--- src/rtl/uart_tx_arbiter.sv ---
// rtl/uart_tx_arbiter.sv - round-robin, message-granular sharing of one UART transmitter
// Requesters hold the transmitter from grant until their last byte's tx_done or MAX_LEN bytes.
module uart_tx_arbiter #(
  parameter int N_REQ    = 2,
  parameter int DBITS    = 8,
  parameter int MAX_LEN  = 64,
  parameter int LEN_BITS = 7
) (
  input  logic                   clk,
  input  logic                   reset,
  input  logic [N_REQ-1:0]       req_valid,
  input  logic [N_REQ*DBITS-1:0] req_data,
  input  logic [N_REQ-1:0]       req_last,
  output logic [N_REQ-1:0]       req_ready,
  output logic [N_REQ-1:0]       grant,
  output logic                   busy,
  output logic                   tx_start,
  output logic [DBITS-1:0]       tx_data,
  input  logic                   tx_done,
  output logic                   len_overrun
);

  localparam int IDX_W = (N_REQ > 1) ? $clog2(N_REQ) : 1;

  typedef enum logic [1:0] {
    S_IDLE,
    S_LOAD,
    S_WAIT
  } state_t;

  state_t              state;
  logic [IDX_W-1:0]    ptr;
  logic [IDX_W-1:0]    owner;
  logic [IDX_W-1:0]    win_idx;
  logic [IDX_W-1:0]    cand;
  logic                win_found;
  logic [LEN_BITS-1:0] count;
  logic                last_q;
  logic [DBITS-1:0]    owner_data;
  logic                owner_valid;
  logic                owner_last;

  function automatic logic [N_REQ-1:0] onehot(input logic [IDX_W-1:0] idx);
    logic [N_REQ-1:0] v;
    v      = '0;
    v[idx] = 1'b1;
    return v;
  endfunction

  // Scan starts just after the last owner, so the previous winner is considered last.
  always_comb begin
    win_idx   = '0;
    win_found = 1'b0;
    cand      = '0;
    for (int k = 1; k <= N_REQ; k++) begin
      cand = IDX_W'((int'(ptr) + k) % N_REQ);
      if (!win_found && req_valid[cand]) begin
        win_found = 1'b1;
        win_idx   = cand;
      end
    end
  end

  always_comb begin
    owner_data  = '0;
    owner_valid = 1'b0;
    owner_last  = 1'b0;
    for (int i = 0; i < N_REQ; i++) begin
      if (IDX_W'(i) == owner) begin
        owner_data  = req_data[i*DBITS +: DBITS];
        owner_valid = req_valid[i];
        owner_last  = req_last[i];
      end
    end
  end

  assign req_ready = (state == S_LOAD) ? (grant & req_valid) : '0;
  assign busy      = |grant;

  always_ff @(posedge clk or posedge reset) begin
    if (reset) begin
      state       <= S_IDLE;
      grant       <= '0;
      tx_start    <= 1'b0;
      tx_data     <= '0;
      len_overrun <= 1'b0;
      count       <= '0;
      ptr         <= IDX_W'(N_REQ - 1);
      owner       <= '0;
      last_q      <= 1'b0;
    end else begin
      tx_start    <= 1'b0;
      len_overrun <= 1'b0;
      case (state)
        S_IDLE: begin
          if (win_found) begin
            grant <= onehot(win_idx);
            owner <= win_idx;
            count <= '0;
            state <= S_LOAD;
          end
        end
        S_LOAD: begin
          // A stalled owner keeps the line; other requesters are never interleaved.
          if (owner_valid) begin
            tx_data  <= owner_data;
            tx_start <= 1'b1;
            last_q   <= owner_last;
            count    <= count + LEN_BITS'(1);
            state    <= S_WAIT;
          end
        end
        S_WAIT: begin
          if (tx_done) begin
            if (last_q) begin
              grant <= '0;
              ptr   <= owner;
              state <= S_IDLE;
            end else if (count == LEN_BITS'(MAX_LEN)) begin
              grant       <= '0;
              ptr         <= owner;
              len_overrun <= 1'b1;
              state       <= S_IDLE;
            end else begin
              state <= S_LOAD;
            end
          end
        end
        default: begin
          grant <= '0;
          state <= S_IDLE;
        end
      endcase
    end
  end

endmodule
--- config.mk ---
export PLATFORM = sky130hd
export DESIGN_NAME = uart_tx_arbiter
export DESIGN_NICKNAME = d
export VERILOG_FILES = /design/src/rtl/uart_tx_arbiter.sv
export SDC_FILE = /design/constraint.sdc
export NUM_CORES = 1
export LEC_CHECK = 0
export BUFFER_PORTS_ARGS = -buffer_cell sky130_fd_sc_hd__buf_2
export CORE_MARGIN = 4
export CORE_UTILIZATION = 51
export CTS_CLUSTER_DIAMETER = 100
export DETAILED_ROUTE_END_ITERATION = 8
export PLACE_DENSITY = 0.78
export SYNTH_ARGS = -nofsm -noshare
export SYNTH_HDL_FRONTEND = slang
export SYNTH_SLANG_ARGS = --single-unit
--- constraint.sdc ---
create_clock -name clk -period 1.7 [get_ports clk]
set_input_delay 0.34 -clock clk [delete_from_list [all_inputs] [get_ports clk]]
set_output_delay 0.34 -clock clk [all_outputs]
set_load 0.05 [all_outputs]
==> impl_metrics.prom, run 1 <==
# TYPE chip_impl_metric gauge
chip_impl_metric{name="sw_frac_of_total",unit=""} 0.4951
chip_impl_metric{name="ctsLongestPathBuffers",unit=""} 2
chip_impl_info{name="cp_cell_sequence",value="or2_2 -> buf_2"} 1
chip_impl_metric{name="report.final.setup_viol",unit=""} 0
chip_impl_metric{name="pin_count",unit=""} 38
chip_impl_info{name="unrepaired_setup_endpoints_after_global_routing",value="no"} 1
chip_impl_metric{name="tightestPinTransition",unit="ns"} 0.4823
chip_impl_metric{name="synth_cell_type_count",unit=""} 41
chip_impl_metric{name="global_route.usage.total",unit=""} 0.1963
chip_impl_metric{name="wl_per_cell",unit="um"} 15.12
chip_impl_metric{name="netlist_instances",unit=""} 133
chip_impl_metric{name="grt_antenna_before_repair",unit=""} 0
chip_impl_metric{name="nFillCells",unit=""} 188
chip_impl_info{name="synth_top_area_cell",value="sky130_fd_sc_hd__dfrtp_1"} 1
chip_impl_metric{name="die_area",unit="mm2"} 0.003526
chip_impl_metric{name="synthesis.nets",unit=""} 158
chip_impl_info{name="critPathKind",value="flop to output pin"} 1
chip_impl_metric{name="diode_count",unit=""} 0
chip_impl_metric{name="cp_max_fo",unit=""} 5
chip_impl_metric{name="clkTransAtPathRegs",unit="ns"} 0.13
chip_impl_metric{name="ff_latch_count_synth",unit=""} 24
chip_impl_metric{name="route.detailed.drc",unit=""} 0
chip_impl_metric{name="multi_input_comb_area",unit="um2"} 690.7
chip_impl_metric{name="netlist_area",unit="mm2"} 0.001346
chip_impl_metric{name="place.detailed.hpwl",unit="mm"} 2.309
chip_impl_metric{name="ant_nets",unit=""} 0
chip_impl_metric{name="worstSkewPairLatency",unit="ns"} 0.32
chip_impl_metric{name="synth-seq-area-share",unit=""} 0.4470
chip_impl_metric{name="design_area",unit="mm2"} 0.001652
chip_impl_metric{name="synth_warnings",unit=""} 0
chip_impl_metric{name="slew_hr",unit=""} 0.6716
chip_impl_metric{name="die-height",unit="um"} 59.38
chip_impl_metric{name="fin_crit",unit="ns"} 1.644
chip_impl_metric{name="first_global_vias",unit=""} 1119
chip_impl_metric{name="sequentialPowerShare",unit=""} 0.321
chip_impl_metric{name="worst_hold_path.num_cells",unit=""} 2
chip_impl_metric{name="intPower",unit="mW"} 1.512
chip_impl_metric{name="cellLeakagePower",unit="nW"} 0.7737
chip_impl_metric{name="timing_max_transition_violations_final",unit=""} 0
chip_impl_metric{name="port-buffer-count",unit=""} 37
chip_impl_metric{name="first_pass_grt_wire_length",unit="mm"} 5.175
chip_impl_metric{name="wirelength",unit="mm"} 3.069
chip_impl_metric{name="grt_remaining_overflow",unit=""} 0
chip_impl_metric{name="critPathBufInv",unit=""} 1
chip_impl_metric{name="worst_endpoint_data_arrival_time",unit="ns"} 1.30
chip_impl_metric{name="p_clk_frac",unit=""} 0.099
chip_impl_info{name="start_kind",value="flop"} 1
chip_impl_metric{name="number_of_standard_cells_in_the_layout_taps_in_and_fillers_out",unit=""} 203
chip_impl_metric{name="synth-edff-count",unit=""} 0
chip_impl_metric{name="vias_per_cell",unit=""} 5.783
chip_impl_info{name="netlist_top_cells_count",value="23 x sky130_fd_sc_hd__dfrtp_1, 20 x sky130_fd_sc_hd__o21ai_0, 13 x sky130_fd_sc_hd__mux2i_1, 9 x sky130_fd_sc_hd__o21ai_1, 7 x sky130_fd_sc_hd__buf_2"} 1
chip_impl_metric{name="worst-r2r-cell-count",unit=""} 4
chip_impl_info{name="outcome",value="completed"} 1
chip_impl_metric{name="total_switching_power",unit="mW"} 1.483
chip_impl_metric{name="pwr_density_cell",unit="mW/mm2"} 1814
chip_impl_metric{name="final-hold-violation-count",unit=""} 0
chip_impl_info{name="yosysMostFrequentCell",value="sky130_fd_sc_hd__dfrtp_1"} 1
chip_impl_metric{name="placed_cells",unit=""} 195
chip_impl_metric{name="cpPeakStageDelay",unit="ns"} 0.44
chip_impl_metric{name="synth_area_per_cell",unit="um2"} 10.12
chip_impl_metric{name="cts.htree.levels",unit=""} 1
chip_impl_metric{name="routed-via-count",unit=""} 1174
chip_impl_metric{name="start_util",unit=""} 0.5385
chip_impl_metric{name="clock_sink_count",unit=""} 24
chip_impl_info{name="tritoncts",value="built"} 1
chip_impl_metric{name="clock.fmax",unit="MHz"} 608.3
chip_impl_metric{name="placed_area",unit="mm2"} 0.001560
chip_impl_metric{name="max_cap_viol_count",unit=""} 0
chip_impl_metric{name="path_depth",unit=""} 2
chip_impl_info{name="worst_path_max_delay_cell",value="sky130_fd_sc_hd__dfrtp_1"} 1
chip_impl_metric{name="number_of_buffers_added_by_the_clock_tree_synthesis_step",unit=""} 3
chip_impl_metric{name="min_period_over_period",unit=""} 0.9670
chip_impl_metric{name="worst-endpoint-required",unit="ns"} 1.36
chip_impl_metric{name="r2r_setup_slack",unit="ns"} 0.19
chip_impl_metric{name="grt_max_degree",unit=""} 17
chip_impl_metric{name="place_congestion",unit=""} 0.8475
chip_impl_metric{name="die_width",unit="um"} 59.38
chip_impl_metric{name="rows",unit=""} 18
chip_impl_info{name="min_path_type",value="input port to flop"} 1
chip_impl_metric{name="postSynth.asyncResetShare",unit=""} 1.000
chip_impl_metric{name="power",unit="mW"} 2.995
chip_impl_metric{name="final_net_count",unit=""} 199
chip_impl_info{name="synthFlopType",value="sky130_fd_sc_hd__dfrtp_1"} 1
chip_impl_metric{name="final.setup_skew",unit="ns"} 0.007892
chip_impl_metric{name="seqCellArea",unit="um2"} 604.3
chip_impl_metric{name="syn2layout_area_growth",unit="%"} 22.68
chip_impl_metric{name="fin_tns_setup",unit="ns"} 0
chip_impl_metric{name="synth.top_cell.area_share",unit=""} 0.4275
chip_impl_info{name="synth_area_leaders",value="sky130_fd_sc_hd__dfrtp_1 43%, sky130_fd_sc_hd__mux2i_1 9.7%, sky130_fd_sc_hd__o21ai_0 7.4%, sky130_fd_sc_hd__o21ai_1 3.3%, sky130_fd_sc_hd__buf_2 2.6%"} 1
chip_impl_info{name="cts_root_buffer",value="sky130_fd_sc_hd__clkbuf_4"} 1
chip_impl_info{name="critPathCaptureType",value="output pin"} 1
chip_impl_info{name="timing.critical_path.max_delay_family",value="flip-flops"} 1
chip_impl_metric{name="drt_iter0_drc",unit=""} 74
chip_impl_metric{name="power.combinational.fraction",unit=""} 0.580
chip_impl_metric{name="max-vdd-ir-drop",unit="mV"} 1.150
chip_impl_metric{name="drt_pre_antenna_iters",unit=""} 4
chip_impl_metric{name="core-area",unit="mm2"} 0.002500
chip_impl_metric{name="drive_gt1_frac",unit=""} 0.3584
-- registers in the layout, summed over array words and instances, names as in the netlist --
name / cells
count: 7
grant: 2
last_q: 1
len_overrun: 1
owner: 1
ptr: 1
state: 2
tx_data: 8
tx_start: 1
-- power groups by stage --
| stage | Clock (mW) | Combinational (mW) | Sequential, mW |
|---|---|---|---|
| after CTS | 0.308 | 1.67 | 0.966 |
| after global routing | 0.331 | 1.87 | 1.00 |
| final | 0.297 | 1.74 | 0.961 |
| after global placement | 0 | 1.58 | 0.978 |
| after floorplan | 0 | 0.903 | 1.32 |
| after detailed placement | 0 | 1.61 | 0.993 |
-- path summary, 6_finish.rpt --
check,startpoint,end
min in group asynchronous,reset,grant[1]
hold / removal,tx_done,state[1]
max in group asynchronous,reset,state[1]
hold reg to reg,count[4],count[4]
setup / recovery,grant[1],busy
setup reg to reg,state[1],grant[1]
-- layout by cell type (no fill, tap or decap), drive strengths merged, types with 2 or more instances in the layout --
cell type  count
inv            4
dfrtp         23
clkbuf         4
nor4b          2
buf           45
and3           2
nor2b          2
nand3          4
o21ai         29
nor4           2
o211ai         3
nand2          6
or2            2
nand2b         4
nand3b         2
ha             2
mux2           2
mux2i         14
nor2           3
o21bai         2
-- per-stage QoR --
stage / utilization / setup slack [ns] / hold WS [ns]
global placement: 0.6241 / 0.2170 / 0.3239
CTS: 0.6497 / 0.01518 / 0.2343
global route: 0.6607 / 0.003571 / 0.2494
detailed placement: 0.6241 / 0.1890 / 0.3307
floorplan: - / 0.1706 / 0.3539
finish: 0.6607 / 0.05618 / 0.2430
-- logic make-up after synthesis --
group                    after synthesis  share of synthesized area
flip-flops                            24                     0.4470
buffers and inverters                 14                    0.04553
AND/OR/NAND/NOR                       35                     0.1719
AO/OA/AOI/OAI                         42                     0.1868
multiplexers                          16                     0.1301
adder cells (fa/ha/maj)                2                    0.01858
-- cell type report --
type                       instances  area share
clock buffer                       4     0.02197
tap                               30     0.02273
multi-input combinational         95      0.4182
inverter                           4    0.009091
sequential                        24      0.3659
timing repair buffer              46      0.1621
-- per-layer routing --
layer	track usage	wire [um]	vias to the layer above
li1	-	-	568
met1	0.2782	1300	562
met2	0.2933	1514	38
met3	0.03486	195	6
met4	0.08414	58	0
met5	0	0	-
-- timing repair --
action | 4_1_cts | 5_1_grt
resized for setup | 5 | 3
endpoints found under the setup margin | 2 | 2
hold buffers | 1 | 0
hold endpoints to repair | 8 | 0
setup buffers | 1 | 2
(Power assumes the default switching activity.)
==> inputs of run 2 (changes only) <==
--- a/config.mk
+++ b/config.mk
@@ -5,9 +5,10 @@
 export SDC_FILE = /design/constraint.sdc
 export NUM_CORES = 1
 export LEC_CHECK = 0
+export ABC_AREA = 1
 export BUFFER_PORTS_ARGS = -buffer_cell sky130_fd_sc_hd__buf_2
 export CORE_MARGIN = 4
-export CORE_UTILIZATION = 51
+export CORE_UTILIZATION = 50
 export CTS_CLUSTER_DIAMETER = 100
 export DETAILED_ROUTE_END_ITERATION = 8
 export PLACE_DENSITY = 0.78
==> run 2 against run 1 <==
Net effect: cell count increased by 12%; wire length decreased by 12%; die area decreased by 5.1%; global-route usage decreased by 2.5 points; fmax increased by 2.2%; sequential cell count unchanged; first-iteration DRC count decreased by 81%; largest cell class is now sequential cells; clock skew decreased by 0.0042 ns.
==> impl_metrics.prom, run 2 <==
# TYPE chip_impl_metric gauge
chip_impl_info{name="outcome",value="completed"} 1
chip_impl_metric{name="pin_count",unit=""} 38
chip_impl_metric{name="first_global_vias",unit=""} 1094
chip_impl_metric{name="worst_endpoint_data_arrival_time",unit="ns"} 1.27
chip_impl_metric{name="place.detailed.hpwl",unit="mm"} 2.128
chip_impl_metric{name="final-hold-violation-count",unit=""} 0
chip_impl_metric{name="cts.htree.levels",unit=""} 1
chip_impl_info{name="min_path_type",value="input port to asynchronous set/reset pin"} 1
chip_impl_info{name="top_register",value="tx_data"} 1
chip_impl_metric{name="pwr_density_cell",unit="mW/mm2"} 1849
chip_impl_metric{name="max-vdd-ir-drop",unit="mV"} 1.233
chip_impl_info{name="netlist_top_cells_count",value="49 x sky130_fd_sc_hd__nand2_1, 23 x sky130_fd_sc_hd__dfrtp_1, 22 x sky130_fd_sc_hd__nor2_1, 17 x sky130_fd_sc_hd__inv_1"} 1
chip_impl_metric{name="grt_antenna_before_repair",unit=""} 0
chip_impl_metric{name="fin_crit",unit="ns"} 1.609
chip_impl_metric{name="clock.fmax",unit="MHz"} 621.5
chip_impl_metric{name="syn2layout_area_growth",unit="%"} 21.15
chip_impl_info{name="critPathLaunch",value="state[1]"} 1
chip_impl_metric{name="drive_gt1_frac",unit=""} 0.2864
chip_impl_metric{name="synth_warnings",unit=""} 0
chip_impl_info{name="tritoncts",value="built"} 1
chip_impl_info{name="synth_area_leaders",value="sky130_fd_sc_hd__dfrtp_1 46%, sky130_fd_sc_hd__nand2_1 15%, sky130_fd_sc_hd__nor2_1 6.6%, sky130_fd_sc_hd__inv_1 5.1%, sky130_fd_sc_hd__a31oi_1 4.5%"} 1
chip_impl_metric{name="die_area",unit="mm2"} 0.003347
chip_impl_metric{name="first_pass_grt_wire_length",unit="mm"} 4.498
chip_impl_metric{name="diode_count",unit=""} 0
chip_impl_info{name="critPathKind",value="flop to output pin"} 1
chip_impl_metric{name="clkTransAtPathRegs",unit="ns"} 0.13
chip_impl_info{name="biggestRegsByFlops",value="tx_data x8, count x7"} 1
chip_impl_metric{name="die_width",unit="um"} 57.85
chip_impl_metric{name="netlist_instances",unit=""} 159
chip_impl_metric{name="grt_max_degree",unit=""} 26
chip_impl_info{name="cts_root_buffer",value="sky130_fd_sc_hd__clkbuf_4"} 1
chip_impl_metric{name="core-area",unit="mm2"} 0.002297
chip_impl_metric{name="synth_cell_type_count",unit=""} 23
chip_impl_metric{name="worstSkewPairLatency",unit="ns"} 0.32
chip_impl_metric{name="synth.top_cell.area_share",unit=""} 0.4632
chip_impl_metric{name="timing_max_transition_violations_final",unit=""} 0
chip_impl_metric{name="ant_nets",unit=""} 0
chip_impl_metric{name="port-buffer-count",unit=""} 37
chip_impl_metric{name="number_of_buffers_added_by_the_clock_tree_synthesis_step",unit=""} 3
chip_impl_metric{name="rows",unit=""} 17
chip_impl_info{name="unrepaired_setup_endpoints_after_global_routing",value="no"} 1
chip_impl_metric{name="routed-via-count",unit=""} 1154
chip_impl_info{name="layout.cells.most_common",value="sky130_fd_sc_hd__nand2_1"} 1
chip_impl_metric{name="worst-endpoint-required",unit="ns"} 1.36
chip_impl_metric{name="cp_max_fo",unit=""} 4
chip_impl_metric{name="clock_sink_count",unit=""} 24
chip_impl_metric{name="drt_iter0_drc",unit=""} 14
chip_impl_metric{name="synthesis.nets",unit=""} 184
chip_impl_metric{name="fin_tns_setup",unit="ns"} 0
chip_impl_metric{name="min_period_over_period",unit=""} 0.9465
chip_impl_metric{name="report.final.setup_viol",unit=""} 0
chip_impl_info{name="worst_path_max_delay_cell",value="sky130_fd_sc_hd__dfrtp_1"} 1
chip_impl_metric{name="postSynth.asyncResetShare",unit=""} 1.000
chip_impl_metric{name="global_route.usage.total",unit=""} 0.1710
chip_impl_metric{name="synth-edff-count",unit=""} 0
chip_impl_metric{name="ctsLongestPathBuffers",unit=""} 2
chip_impl_metric{name="fin_ws",unit="ns"} 0.09099
chip_impl_metric{name="cpPeakStageDelay",unit="ns"} 0.40
chip_impl_info{name="r2r_start",value="state[0]"} 1
chip_impl_metric{name="wirelength",unit="mm"} 2.706
chip_impl_info{name="synth_top_area_cell",value="sky130_fd_sc_hd__dfrtp_1"} 1
chip_impl_metric{name="final_net_count",unit=""} 225
chip_impl_metric{name="grt_remaining_overflow",unit=""} 0
chip_impl_metric{name="netlist_area",unit="mm2"} 0.001242
chip_impl_metric{name="start_util",unit=""} 0.5408
chip_impl_metric{name="post-cts-setup-buffers",unit=""} 0
chip_impl_metric{name="final.setup_skew",unit="ns"} 0.003711
chip_impl_metric{name="vias_per_cell",unit=""} 5.084
chip_impl_info{name="yosysMostFrequentCell",value="sky130_fd_sc_hd__nand2_1"} 1
chip_impl_metric{name="tightestPinTransition",unit="ns"} 0.3002
chip_impl_metric{name="largest_register_ff_count",unit=""} 8
chip_impl_metric{name="ff_latch_count_synth",unit=""} 24
chip_impl_metric{name="slew_hr",unit=""} 0.7998
chip_impl_metric{name="post-place-ws",unit="ns"} 0.3413
chip_impl_metric{name="route.detailed.drc",unit=""} 0
chip_impl_metric{name="wl_per_cell",unit="um"} 11.92
chip_impl_info{name="start_kind",value="flop"} 1
chip_impl_metric{name="synth_area_per_cell",unit="um2"} 7.814
chip_impl_metric{name="place_congestion",unit=""} 0.7616
chip_impl_metric{name="drt_pre_antenna_iters",unit=""} 4
chip_impl_info{name="synthFlopType",value="sky130_fd_sc_hd__dfrtp_1"} 1
chip_impl_info{name="mostFrequentLayoutCells",value="48 x sky130_fd_sc_hd__nand2_1, 35 x sky130_fd_sc_hd__buf_2, 23 x sky130_fd_sc_hd__dfrtp_1"} 1
chip_impl_info{name="cp_cell_sequence",value="inv_1 -> nand2_2 -> nor2_2 -> clkbuf_4"} 1
chip_impl_info{name="critPathCaptureType",value="output pin"} 1
chip_impl_metric{name="cellLeakagePower",unit="nW"} 0.7792
chip_impl_metric{name="synth-seq-area-share",unit=""} 0.4844
chip_impl_metric{name="die-height",unit="um"} 57.85
chip_impl_metric{name="max_cap_viol_count",unit=""} 0
run 2: cell types whose count changed in the layout (fill, tap and decap cells not counted), sizes merged, moves of 4 or more:
cell,before,now
nand2,6,52
o21ai,29,7
nor2,3,23
inv,4,20
mux2i,14,0
a31oi,1,10
buf,45,39
nand3,4,9
nand2b,4,0
run 2: timing repair:
action | 4_1_cts | 5_1_grt
setup endpoints to repair | 1 | 2
resized for setup | 1 | 2
hold buffers | 0 | 0
cloned | 0 | 0
run 2: path summary, 6_finish.rpt:
path                       depth (start not counted)            to  slack (ns)
max                                                4  req_ready[0]        0.09
min                                                3      count[1]        0.04
max reg2reg                                        6      grant[0]        0.35
min reg2reg                                        2           ptr        0.52
max in group asynchronous                          3           ptr        1.38
min in group clk                                   3    tx_data[5]        0.26
run 2: final cells by class:
cell class	instances	area [um2]
Multi-Input combinational cell	111	539.3
Clock buffer	4	36.28
Timing Repair Buffer	40	212.7
Sequential cell	24	601.8
Fill cell	203	792.0
Tap cell	28	35.03
Inverter	20	80.08
run 2: kinds of logic (layout without fill, tap and decap cells):
logic type / Yosys count / in the layout / share of synthesized area
AO/OA/AOI/OAI: 19 / 19 / 0.09163
buffers and inverters: 24 / 64 / 0.09466
adder cells (fa/ha/maj): 2 / 2 / 0.02014
flip-flops: 24 / 24 / 0.4844
AND/OR/NAND/NOR: 90 / 90 / 0.3092
run 2: worst max-delay path: cells and delay by family, from the launching register on:
| family | cells | cell delay [ns] |
|---|---|---|
| DFF | 1 | 0.40 |
| buffers and inverters | 2 | 0.33 |
| and+or+nand+nor | 2 | 0.21 |
run 2: power by group:
part	total (mW)	switching, mW	internal [mW]
combinational	1.55	1.14	0.413
sequential	0.925	0.140	0.784
clock	0.305	0.174	0.131
total	2.78	1.46	1.33
run 2: stage by stage:
step	hold slack [ns]	utilization	area, um2	std cells	power [mW]
3_3_place_gp	0.3964	0.6362	1461	223	2.439
5_1_grt	0.06036	0.6552	1505	227	2.967
2_1_floorplan	0.3539	-	1256	159	2.167
6_report	0.03711	0.6552	1505	227	2.783
3_5_place_dp	0.4053	0.6362	1461	223	2.487
4_1_cts	0.04428	0.6531	1500	227	2.795
run 2: metal layers:
| metal | vias up | share of wire | track usage |
|---|---|---|---|
| met5 | - | 0 | 0 |
| met1 | 525 | 0.42 | 0.2051 |
| met3 | 8 | 0.056 | 0.03118 |
| met2 | 37 | 0.51 | 0.3016 |
| li1 | 584 | - | - |
| met4 | 0 | 0.017 | 0.06623 |
==> inputs of run 3 (changes only) <==
--- a/config.mk
+++ b/config.mk
@@ -8,10 +8,11 @@
 export ABC_AREA = 1
 export BUFFER_PORTS_ARGS = -buffer_cell sky130_fd_sc_hd__buf_2
 export CORE_MARGIN = 4
-export CORE_UTILIZATION = 50
+export CORE_UTILIZATION = 45
 export CTS_CLUSTER_DIAMETER = 100
 export DETAILED_ROUTE_END_ITERATION = 8
-export PLACE_DENSITY = 0.78
+export PLACE_DENSITY = 0.74
+export SKIP_LAST_GASP = 1
 export SYNTH_ARGS = -nofsm -noshare
 export SYNTH_HDL_FRONTEND = slang
 export SYNTH_SLANG_ARGS = --single-unit
==> constraint.sdc (replaced) <==
create_clock -name clk -period 1.4 [get_ports clk]
set_input_delay 0.28 -clock clk [delete_from_list [all_inputs] [get_ports clk]]
set_output_delay 0.28 -clock clk [all_outputs]
set_load 0.05 [all_outputs]
==> run 3 against run 2 <==
Net effect: first-iteration DRC count did not move; global-route usage is 0.18 points higher; non-clock buffer count rose by 7; clock skew shrank 0.0016 ns; total power increased by 34%; clock power is 22% higher; sequential cell count unchanged; the flow now finishes with violations (negative setup slack); critical path depth did not move; largest power group unchanged; register-to-register slack got worse by 0.28 ns; sequential share of layout area fell by 3.3 points; core utilization is 0.87 points lower.
==> impl_metrics.prom, run 3 (synthesis results as in run 2) <==
# TYPE chip_impl_metric gauge
chip_impl_metric{name="final.setup_skew",unit="ns"} 0.002127
chip_impl_metric{name="sequentialPowerShare",unit=""} 0.301
chip_impl_metric{name="cp_max_fo",unit=""} 3
chip_impl_metric{name="diode_count",unit=""} 0
chip_impl_metric{name="max-vdd-ir-drop",unit="mV"} 1.805
chip_impl_metric{name="fin_crit",unit="ns"} 1.469
chip_impl_metric{name="power.combinational.fraction",unit=""} 0.599
chip_impl_metric{name="min_period_over_period",unit=""} 1.049
chip_impl_metric{name="final-hold-violation-count",unit=""} 0
chip_impl_metric{name="slew_hr",unit=""} 0.7960
chip_impl_metric{name="number_of_standard_cells_in_the_layout_taps_in_and_fillers_out",unit=""} 237
chip_impl_info{name="cts_root_buffer",value="sky130_fd_sc_hd__clkbuf_4"} 1
chip_impl_metric{name="die-height",unit="um"} 60.55
chip_impl_metric{name="die_width",unit="um"} 60.55
chip_impl_info{name="violations",value="negative setup slack"} 1
chip_impl_metric{name="clock.fmax",unit="MHz"} 681.0
chip_impl_info{name="critPathCaptureType",value="output pin"} 1
chip_impl_metric{name="drt_pre_antenna_iters",unit=""} 4
chip_impl_metric{name="placed_cells",unit=""} 226
chip_impl_metric{name="start_util",unit=""} 0.4882
chip_impl_info{name="tritoncts",value="built"} 1
chip_impl_metric{name="port-buffer-count",unit=""} 37
chip_impl_info{name="outcome",value="complete, but fails checks"} 1
chip_impl_metric{name="cts.htree.levels",unit=""} 1
chip_impl_metric{name="route.detailed.drc",unit=""} 0
chip_impl_metric{name="nFillCells",unit=""} 222
chip_impl_metric{name="clkTransAtPathRegs",unit="ns"} 0.13
chip_impl_metric{name="grt_remaining_overflow",unit=""} 0
chip_impl_metric{name="timing_max_transition_violations_final",unit=""} 0
chip_impl_metric{name="cellLeakagePower",unit="nW"} 0.8266
chip_impl_metric{name="p_clk_frac",unit=""} 0.100
chip_impl_metric{name="place_congestion",unit=""} 0.8532
chip_impl_metric{name="ctsLongestPathBuffers",unit=""} 2
chip_impl_metric{name="fin_ws",unit="ns"} -0.06851
chip_impl_metric{name="pwr_density_cell",unit="mW/mm2"} 2260
chip_impl_metric{name="drive_gt1_frac",unit=""} 0.3430
chip_impl_info{name="start_kind",value="flop"} 1
chip_impl_metric{name="drt_iter0_drc",unit=""} 14
chip_impl_metric{name="die_area",unit="mm2"} 0.003666
chip_impl_metric{name="clock_sink_count",unit=""} 24
chip_impl_metric{name="post-place-ws",unit="ns"} 0.02727
chip_impl_metric{name="total_switching_power",unit="mW"} 1.907
chip_impl_metric{name="final_net_count",unit=""} 233
chip_impl_metric{name="intPower",unit="mW"} 1.812
chip_impl_metric{name="syn2layout_area_growth",unit="%"} 32.43
chip_impl_metric{name="report.final.setup_viol",unit=""} 3
chip_impl_info{name="critPathKind",value="flop to output pin"} 1
chip_impl_info{name="biggestRegsByFlops",value="tx_data x8, count x7"} 1
chip_impl_metric{name="utilization",unit=""} 0.6465
chip_impl_metric{name="rows",unit=""} 18
chip_impl_metric{name="wirelength",unit="mm"} 3.014
chip_impl_info{name="top_register",value="tx_data"} 1
chip_impl_metric{name="first_global_vias",unit=""} 1164
chip_impl_metric{name="routed-via-count",unit=""} 1198
chip_impl_metric{name="vias_per_cell",unit=""} 5.055
chip_impl_metric{name="tightestPinTransition",unit="ns"} 0.3060
chip_impl_metric{name="ant_nets",unit=""} 0
chip_impl_metric{name="place.detailed.hpwl",unit="mm"} 2.132
chip_impl_metric{name="pin_count",unit=""} 38
chip_impl_metric{name="worst_endpoint_data_arrival_time",unit="ns"} 1.19
chip_impl_metric{name="first_pass_grt_wire_length",unit="mm"} 4.719
chip_impl_metric{name="wl_per_cell",unit="um"} 12.72
chip_impl_metric{name="largest_register_ff_count",unit=""} 8
chip_impl_metric{name="max_cap_viol_count",unit=""} 0
chip_impl_metric{name="grt_max_degree",unit=""} 26
chip_impl_info{name="layout.cells.most_common",value="sky130_fd_sc_hd__nand2_1"} 1
chip_impl_metric{name="sw_frac_of_total",unit=""} 0.5127
chip_impl_metric{name="core-area",unit="mm2"} 0.002545
chip_impl_info{name="unrepaired_setup_endpoints_after_global_routing",value="yes"} 1
chip_impl_metric{name="global_route.usage.total",unit=""} 0.1728
chip_impl_metric{name="worstSkewPairLatency",unit="ns"} 0.32
chip_impl_metric{name="number_of_buffers_added_by_the_clock_tree_synthesis_step",unit=""} 3
chip_impl_metric{name="grt_antenna_before_repair",unit=""} 0
chip_impl_info{name="mostFrequentLayoutCells",value="48 x sky130_fd_sc_hd__nand2_1, 33 x sky130_fd_sc_hd__buf_2, 22 x sky130_fd_sc_hd__dfrtp_1"} 1
chip_impl_metric{name="worst-endpoint-required",unit="ns"} 1.12
chip_impl_info{name="min_path_type",value="input port to flop"} 1
-- run 3: cell count changes in the layout (fill, tap and decap cells not counted), sizes merged --
cell         change
clkinv           +1
clkbuf           -1
buf              +7
dlygate4sd3      +1
-- run 3: routing by layer --
metal  global-route usage  wire (um)
met4              0.08359         81
met5                    0          0
met1               0.1944       1260
met3              0.02128        135
met2               0.3210       1536
-- run 3: power by group through the flow --
stage	Combinational [mW]	Clock, mW	Sequential, mW
6_report	2.23	0.371	1.12
5_1_grt	2.38	0.414	1.16
4_1_cts	2.09	0.371	1.12
3_5_place_dp	1.92	0	1.13
3_3_place_gp	1.89	0	1.11
2_1_floorplan	1.01	0	1.64
-- run 3: area by class of cell --
cell class	count	area, um2	share of cell area
multi-input combinational	111	578.1	0.3513
sequential	24	603.1	0.3665
inverter	20	90.09	0.05475
timing repair buffer	47	291.5	0.1772
clock buffer	4	36.28	0.02205
tap	30	37.54	0.02281
timing repair inverter	1	8.758	0.005323
-- run 3: stage by stage --
step	instance area (um2)	power [mW]	hold WS, ns	TNS (ns)
final	1645	3.718	0.1949	-0.1617
after global routing	1645	3.957	0.1911	-0.3388
after CTS	1587	3.572	0.1991	-0.07905
after detailed placement	1478	3.048	0.3500	0
after global placement	1478	3.001	0.3292	0
after floorplan	1262	2.644	0.2938	0
-- run 3: timing repair --
item | 4_1_cts | 5_1_grt
hold buffers | 1 | 0
pin swaps | 1 | 1
cloned | 0 | 1
endpoints found under the hold margin | 23 | 0
resized for setup | 11 | 13
setup endpoints to repair | 4 | 10
buffers inserted | 4 | 1
-- run 3: worst paths after layout --
path | start | end | slack, ns | depth (start not counted)
min in group asynchronous | reset | tx_start | 0.53 | 4
max in group asynchronous | reset | ptr | 0.58 | 4
worst min-delay path | req_data[14] | tx_data[6] | 0.19 | 3
worst max-delay path | state[1] | req_ready[1] | -0.07 | 4
worst max register to register | state[1] | count[3] | 0.07 | 8
worst min register to register | ptr | ptr | 0.50 | 2
-- run 3: worst max-delay path: stages, from the launching register on --
cell	delay, ns
sky130_fd_sc_hd__dfrtp_1	0.41
sky130_fd_sc_hd__inv_2	0.08
sky130_fd_sc_hd__nand2_4	0.07
sky130_fd_sc_hd__nor3_4	0.12
sky130_fd_sc_hd__buf_6	0.18
